File: config.mk
export PLATFORM = sky130hd
export DESIGN_NAME = riscv_run_monitor
export DESIGN_NICKNAME = d
export VERILOG_FILES = /design/src/rtl/riscv_run_monitor_pkg.sv /design/src/rtl/riscv_run_monitor_sat_counter.sv /design/src/rtl/riscv_run_monitor.sv
export SDC_FILE = /design/constraint.sdc
export NUM_CORES = 1
export LEC_CHECK = 0
export ABC_CLOCK_PERIOD_IN_PS = 4930
export BUFFER_PORTS_ARGS = -buffer_cell sky130_fd_sc_hd__buf_2
export CAP_MARGIN = 20
export CORE_ASPECT_RATIO = 0.7
export CORE_MARGIN = 4
export CORE_UTILIZATION = 50
export CTS_CLUSTER_DIAMETER = 30
export CTS_CLUSTER_SIZE = 28
export DETAILED_ROUTE_END_ITERATION = 8
export PLACE_DENSITY = 0.95
export SLEW_MARGIN = 10
export SYNTH_ARGS = -nofsm -noshare
export SYNTH_HDL_FRONTEND = slang
export SYNTH_SLANG_ARGS = --single-unit
export TNS_END_PERCENT = 5
File: constraint.sdc
create_clock -name clk -period 4.93 [get_ports clk]
set_input_delay 1.2325 -clock clk [delete_from_list [all_inputs] [get_ports clk]]
set_output_delay 1.2325 -clock clk [all_outputs]
set_load 0.01 [all_outputs]
File: src/rtl/riscv_run_monitor_pkg.sv
// Shared definitions for the RISC-V run monitor: state encoding, verdict values
// and the default tohost address.
package riscv_run_monitor_pkg;

  typedef enum logic [1:0] {
    RESET = 2'd0,
    RUN   = 2'd1,
    DONE  = 2'd2
  } run_state_e;

  localparam int          PASS_VAL            = 1;
  localparam logic [31:0] DEFAULT_TOHOST_ADDR = 32'h0000_1000;

endpackage

File: src/rtl/riscv_run_monitor_sat_counter.sv
// Saturating up-counter with synchronous reset and clear; it holds at all-ones
// instead of wrapping.
module sat_counter #(
  parameter int W = 8
) (
  input  logic         clk,
  input  logic         rst,
  input  logic         clr,
  input  logic         en,
  output logic [W-1:0] q
);

  logic [W-1:0] cnt_q;

  always_ff @(posedge clk) begin
    if (rst || clr) begin
      cnt_q <= '0;
    end else if (en && (cnt_q != {W{1'b1}})) begin
      cnt_q <= cnt_q + 1'b1;
    end
  end

  assign q = cnt_q;

endmodule

File: src/rtl/riscv_run_monitor.sv
// Run controller for the single-cycle RISC-V core: sequences core reset, snoops tohost,
// enforces a timeout. Optional pc-stall detection: RISCV_RUN_MONITOR_HANG_DETECT_EN.
module riscv_run_monitor
  import riscv_run_monitor_pkg::*;
#(
  parameter int               XLEN           = 32,
  parameter int               CNT_W          = 32,
  parameter int               RESET_CYCLES   = 4,
  parameter int               TIMEOUT_CYCLES = 1000,
  parameter logic [XLEN-1:0]  TOHOST_ADDR    = XLEN'(DEFAULT_TOHOST_ADDR),
  parameter int               HANG_CYCLES    = 8
) (
  input  logic             clk,
  input  logic             rst,
  output logic             core_rst_n,
  input  logic [XLEN-1:0]  pc,
  input  logic             mem_we,
  input  logic [XLEN-1:0]  mem_addr,
  input  logic [XLEN-1:0]  mem_wdata,
  output logic             running,
  output logic             done,
  output logic             pass,
  output logic             fail,
  output logic             timeout,
  output logic             hang,
  output logic [XLEN-1:0]  fail_code,
  output logic [CNT_W-1:0] cycle_count
);

  localparam int               RST_W    = (RESET_CYCLES > 1) ? $clog2(RESET_CYCLES) : 1;
  localparam logic [RST_W-1:0] RST_LAST = RST_W'(RESET_CYCLES - 1);
  localparam logic [CNT_W-1:0] TO_LAST  = CNT_W'(TIMEOUT_CYCLES - 1);

  run_state_e       state_q, state_d;
  logic [RST_W-1:0] rst_cnt_q, rst_cnt_d;
  logic             core_rst_n_q, core_rst_n_d;
  logic             running_q, running_d;
  logic             done_q, done_d;
  logic             pass_q, pass_d;
  logic             fail_q, fail_d;
  logic             timeout_q, timeout_d;
  logic             hang_q, hang_d;
  logic [XLEN-1:0]  fail_code_q, fail_code_d;

  logic tohost_ev;
  logic timeout_ev;
  logic hang_ev;

  sat_counter #(.W(CNT_W)) u_cycle_cnt (
    .clk (clk),
    .rst (rst),
    .clr (state_q == RESET),
    .en  (state_q == RUN),
    .q   (cycle_count)
  );

  assign tohost_ev  = mem_we && (mem_addr == TOHOST_ADDR) && (mem_wdata != '0);
  // The counter register holds the number of RUN cycles already completed.
  assign timeout_ev = (TIMEOUT_CYCLES != 0) && (cycle_count == TO_LAST);

`ifdef RISCV_RUN_MONITOR_HANG_DETECT_EN
  localparam int                HANG_W    = (HANG_CYCLES > 1) ? $clog2(HANG_CYCLES) : 1;
  localparam logic [HANG_W-1:0] HANG_LAST = HANG_W'(HANG_CYCLES - 1);

  logic [XLEN-1:0]   prev_pc_q;
  logic [HANG_W-1:0] stall_cnt;
  logic              pc_stalled;

  always_ff @(posedge clk) begin
    if (rst) begin
      prev_pc_q <= '0;
    end else begin
      prev_pc_q <= pc;
    end
  end

  assign pc_stalled = (pc == prev_pc_q);

  // Counts stalled cycles already seen; restarts on any pc change or outside RUN.
  sat_counter #(.W(HANG_W)) u_hang_cnt (
    .clk (clk),
    .rst (rst),
    .clr ((state_q != RUN) || !pc_stalled),
    .en  (state_q == RUN),
    .q   (stall_cnt)
  );

  assign hang_ev = pc_stalled && (stall_cnt == HANG_LAST);
`else
  logic unused_pc;

  assign unused_pc = (^pc) ^ (HANG_CYCLES != 0);
  assign hang_ev   = 1'b0;
`endif

  always_comb begin
    state_d      = state_q;
    rst_cnt_d    = rst_cnt_q;
    core_rst_n_d = core_rst_n_q;
    running_d    = running_q;
    done_d       = done_q;
    pass_d       = pass_q;
    fail_d       = fail_q;
    timeout_d    = timeout_q;
    hang_d       = hang_q;
    fail_code_d  = fail_code_q;
    case (state_q)
      RESET: begin
        core_rst_n_d = 1'b0;
        running_d    = 1'b0;
        if (rst_cnt_q == RST_LAST) begin
          state_d      = RUN;
          core_rst_n_d = 1'b1;
          running_d    = 1'b1;
        end else begin
          rst_cnt_d = rst_cnt_q + 1'b1;
        end
      end
      RUN: begin
        if (tohost_ev || hang_ev || timeout_ev) begin
          state_d   = DONE;
          done_d    = 1'b1;
          running_d = 1'b0;
        end
        if (tohost_ev) begin
          if (mem_wdata == XLEN'(PASS_VAL)) begin
            pass_d = 1'b1;
          end else begin
            fail_d      = 1'b1;
            fail_code_d = mem_wdata >> 1;
          end
        end else if (hang_ev) begin
          hang_d = 1'b1;
        end else if (timeout_ev) begin
          timeout_d = 1'b1;
        end
      end
      DONE: begin
      end
      default: begin
        state_d = RESET;
      end
    endcase
  end

  always_ff @(posedge clk) begin
    if (rst) begin
      state_q      <= RESET;
      rst_cnt_q    <= '0;
      core_rst_n_q <= 1'b0;
      running_q    <= 1'b0;
      done_q       <= 1'b0;
      pass_q       <= 1'b0;
      fail_q       <= 1'b0;
      timeout_q    <= 1'b0;
      hang_q       <= 1'b0;
      fail_code_q  <= '0;
    end else begin
      state_q      <= state_d;
      rst_cnt_q    <= rst_cnt_d;
      core_rst_n_q <= core_rst_n_d;
      running_q    <= running_d;
      done_q       <= done_d;
      pass_q       <= pass_d;
      fail_q       <= fail_d;
      timeout_q    <= timeout_d;
      hang_q       <= hang_d;
      fail_code_q  <= fail_code_d;
    end
  end

  assign core_rst_n = core_rst_n_q;
  assign running    = running_q;
  assign done       = done_q;
  assign pass       = pass_q;
  assign fail       = fail_q;
  assign timeout    = timeout_q;
  assign hang       = hang_q;
  assign fail_code  = fail_code_q;

endmodule

==> summary.txt <==
Layout
  • Post-route core utilization: 65.0%
  • Filler instances: 598
  • N_diodes: 0
  • Final net count: 644
  • Area delta synth->final: 26.7%
  • Share of post-route cells with drive strength above 1: 30.3%

Floorplan
  • Row cnt: 25
  • Starting Density: 51.3%
  • Die Span X: 108 um
  • Die outline height: 77.7 um
  • I/O Pins: 170
  • CORE AREA: 6760 um^2
  • Die Area: 8350 um^2

Pwr
  • Worst-case vdd ir drop: 0.136 mV
  • Overall power: 1.24 mW
  • Logic pwr share: 9.0%
  • Sw frac: 23.8%
  • Psw: 0.295 mW
  • Internal: 0.945 mW
  • Clock share of power: 41.8%
  • Pwr/cell area: 282 nW/um^2
  • Flop pwr share: 49.2%
  • Leakage: 1.80 nW

Clock network
  • TritonCTS clock tree: yes
  • CTS clk-pin slew, worst paths: 0.08 ns
  • Buffer count from post-CTS setup fixing: 0
  • CTS Root Cell: clkbuf_8
  • Post-CTS Resized: 0
  • Cts hold-fix bufs: 0
  • Maximum root-to-sink buffer count: 2
  • Cts bufs inserted: 9
  • Skew-Pair Late Insertion Delay: 0.34 ns
  • CTS HTree Levels: 3
  • Clk sink count: 73

Global route
  • Grt ovf: 0
  • Initial antenna violation count: 0
  • Global Route Usage Sum: 24.6%
  • Global-route wire length before repair: 16800 um
  • Vias in the first global route: 3578
  • Largest net degree at the start of global routing: 46

Logic synthesis
  • Mean Syn Cell Area: 8.19 um^2
  • Post-synth top flop: dfxtp_1
  • Synth warnings: 0
  • Largest area contributor in the netlist: dfxtp_1
  • Yosys cell types: 49
  • Count leader, synth: dfxtp_1
  • Flops & latches, synth: 73
  • Synthesized instance count: 423
  • Top cell type's share of synthesized area: 42.2%
  • Ys async rst share: 0%
  • Sequential cell area fraction in the yosys report: 42.2%
  • EDFF count, synth: 0
  • Top post-synthesis cells by area: dfxtp_1 42%, nand3_1 6.6%, o21ai_0 6.5%
  • Most frequent cells after synthesis: 73 x dfxtp_1, 46 x nand3_1, 45 x o21ai_0, 44 x a21oi_1, 26 x nor2_1
  • Mapped cell area: 3470 um^2

Timing
  • Slew @ Worst Pin: 1.04 ns
  • Max_slew headroom: 30.7%
  • Final hold violation count: 0
  • Fin crit period: 3.17 ns
  • TNS Setup: 0 ns
  • RSZ-0062 raised after global routing: no
  • Period utilisation layout: 64.2%
  • Slew Viols, Final: 0
  • Clock skew: 0.00363 ns
  • Highest Clock Rate: 0.316 GHz
  • Final Setup Violations: 0

Setup path
  • Cells on worst reg2reg path: 6
  • Startpoint types: input pin
  • R2r startpoint: u_cycle_cnt.q[0]$_SDFFE_PP0P_
  • CP required: 5.16 ns
  • Critical path type: input pin to flop
  • Crit. End Element: flop
  • RR Endpoint: u_cycle_cnt.q[4]$_SDFFE_PP0P_
  • Crit path arrival time: 3.40 ns
  • R2R Setup Slk: 2.17 ns
  • Crit-path max FO: 32

Drt
  • WL final: 10400 um
  • Drt pass-1 iters: 6
  • Iter 0 DRT Violations: 383
  • Mean number of vias per cell: 5.97
  • Wirelength per Cell: 16.2 um
  • DRC: 0
  • DR vias: 3834
  • Routed Antenna Nets: 0

Placement
  • Port bufs: 135
  • Detailed-placement wirelength estimate: 7840 um
  • Final Wtd Congestion: 0.945

Hold path
  • Hold Path Sink: core_rst_n$_SDFFE_PP0P_
  • Worst min path class: flop to flop
  • Hold path depth: 2
  • Hold path start: core_rst_n$_SDFFE_PP0P_

Run status
  • Status: finished clean

Job
  • MaxCap Viol Count: 0
metrics by stage:
step / instance area [um^2] / instances / hold WS [ns] / setup slack (ns)
floorplan: 3470 / 424 / 0.465 / 2.23
global placement: 4150 / 624 / 0.445 / 1.49
detailed placement: 4150 / 624 / 0.449 / 1.33
CTS: 4370 / 640 / 0.470 / 1.70
global route: 4390 / 642 / 0.498 / 1.69
finish: 4390 / 642 / 0.466 / 1.76
routing by layer:
metal  track usage, %  wire [um]  vias up
met5                0          0        -
li1                 -          -     1824
met3             7.65       1020       29
met4             8.70        222        0
met2             38.3       4890      236
met1             32.3       4260     1745
flip-flops by register name, indices dropped and copies added (netlist names):
name,count
timeout,1
u_cycle_cnt.q,32
done,1
core_rst_n,1
fail,1
running,1
fail_code,31
pass,1
state_q,2
rst_cnt_q,2
cell type report:
class	instances	area (um^2)	area share [%]
multi-input cells	314	1850	42.2
well taps	94	118	2.68
flip-flops and latches	73	1460	33.3
clock buffers	11	141	3.22
repair buffers	140	721	16.4
inverters	5	18.8	0.427
clock inverters	5	78.8	1.80
worst max-delay path by stage:
stage	start	end	slack [ns]	cells past startpoint
3_3_place_gp	mem_wdata[2]	state_q[1]$_SDFFE_PP0P_	1.49	6
5_1_grt	mem_wdata[2]	state_q[1]$_SDFFE_PP0P_	1.69	6
6_report	mem_wdata[11]	state_q[1]$_SDFFE_PP0P_	1.76	6
3_5_place_dp	mem_addr[1]	fail_code[9]$_SDFFE_PP0P_	1.33	6
4_1_cts	mem_addr[1]	fail_code[9]$_SDFFE_PP0P_	1.70	6
2_1_floorplan	mem_wdata[16]	state_q[1]$_SDFFE_PP0P_	2.23	5
critical path, stage by stage:
cell and delay [ns]:
buf_2 0.11, nor4_1 0.37, nand4_1 0.18, or3_1 0.77, o2111a_1 0.47, a211o_1 0.26
placed cells by master (no fill, tap or decap), types with 9 or more instances in the layout:
master and instances:
a21oi_1 44, nand4_1 10, nor2_1 26, nor4_1 17, o21ai_0 45, buf_2 135
clkbuf_8 10, dfxtp_1 73, nand3_1 46, nand2_1 22, or3_1 12, or4_1 9
power groups by stage:
stage,registers (mW),logic (mW),clock network (mW)
finish,0.609,0.111,0.519
global route,0.610,0.124,0.553
CTS,0.609,0.110,0.532
detailed placement,0.623,0.109,0
global placement,0.622,0.103,0
floorplan,0.622,0.0678,0
kinds of logic after synthesis:
logic type	Yosys count	share of synthesized area [%]
and+or+nand+nor	179	28.7
AOI/OAI and AO/OA	121	21.0
DFF	73	42.2
buffers and inverters	37	4.66
xor gates and xnor gates	8	2.02
adders and majority gates	2	0.722
muxes	2	0.578
other	1	0.108
(Power assumes the default switching activity.)
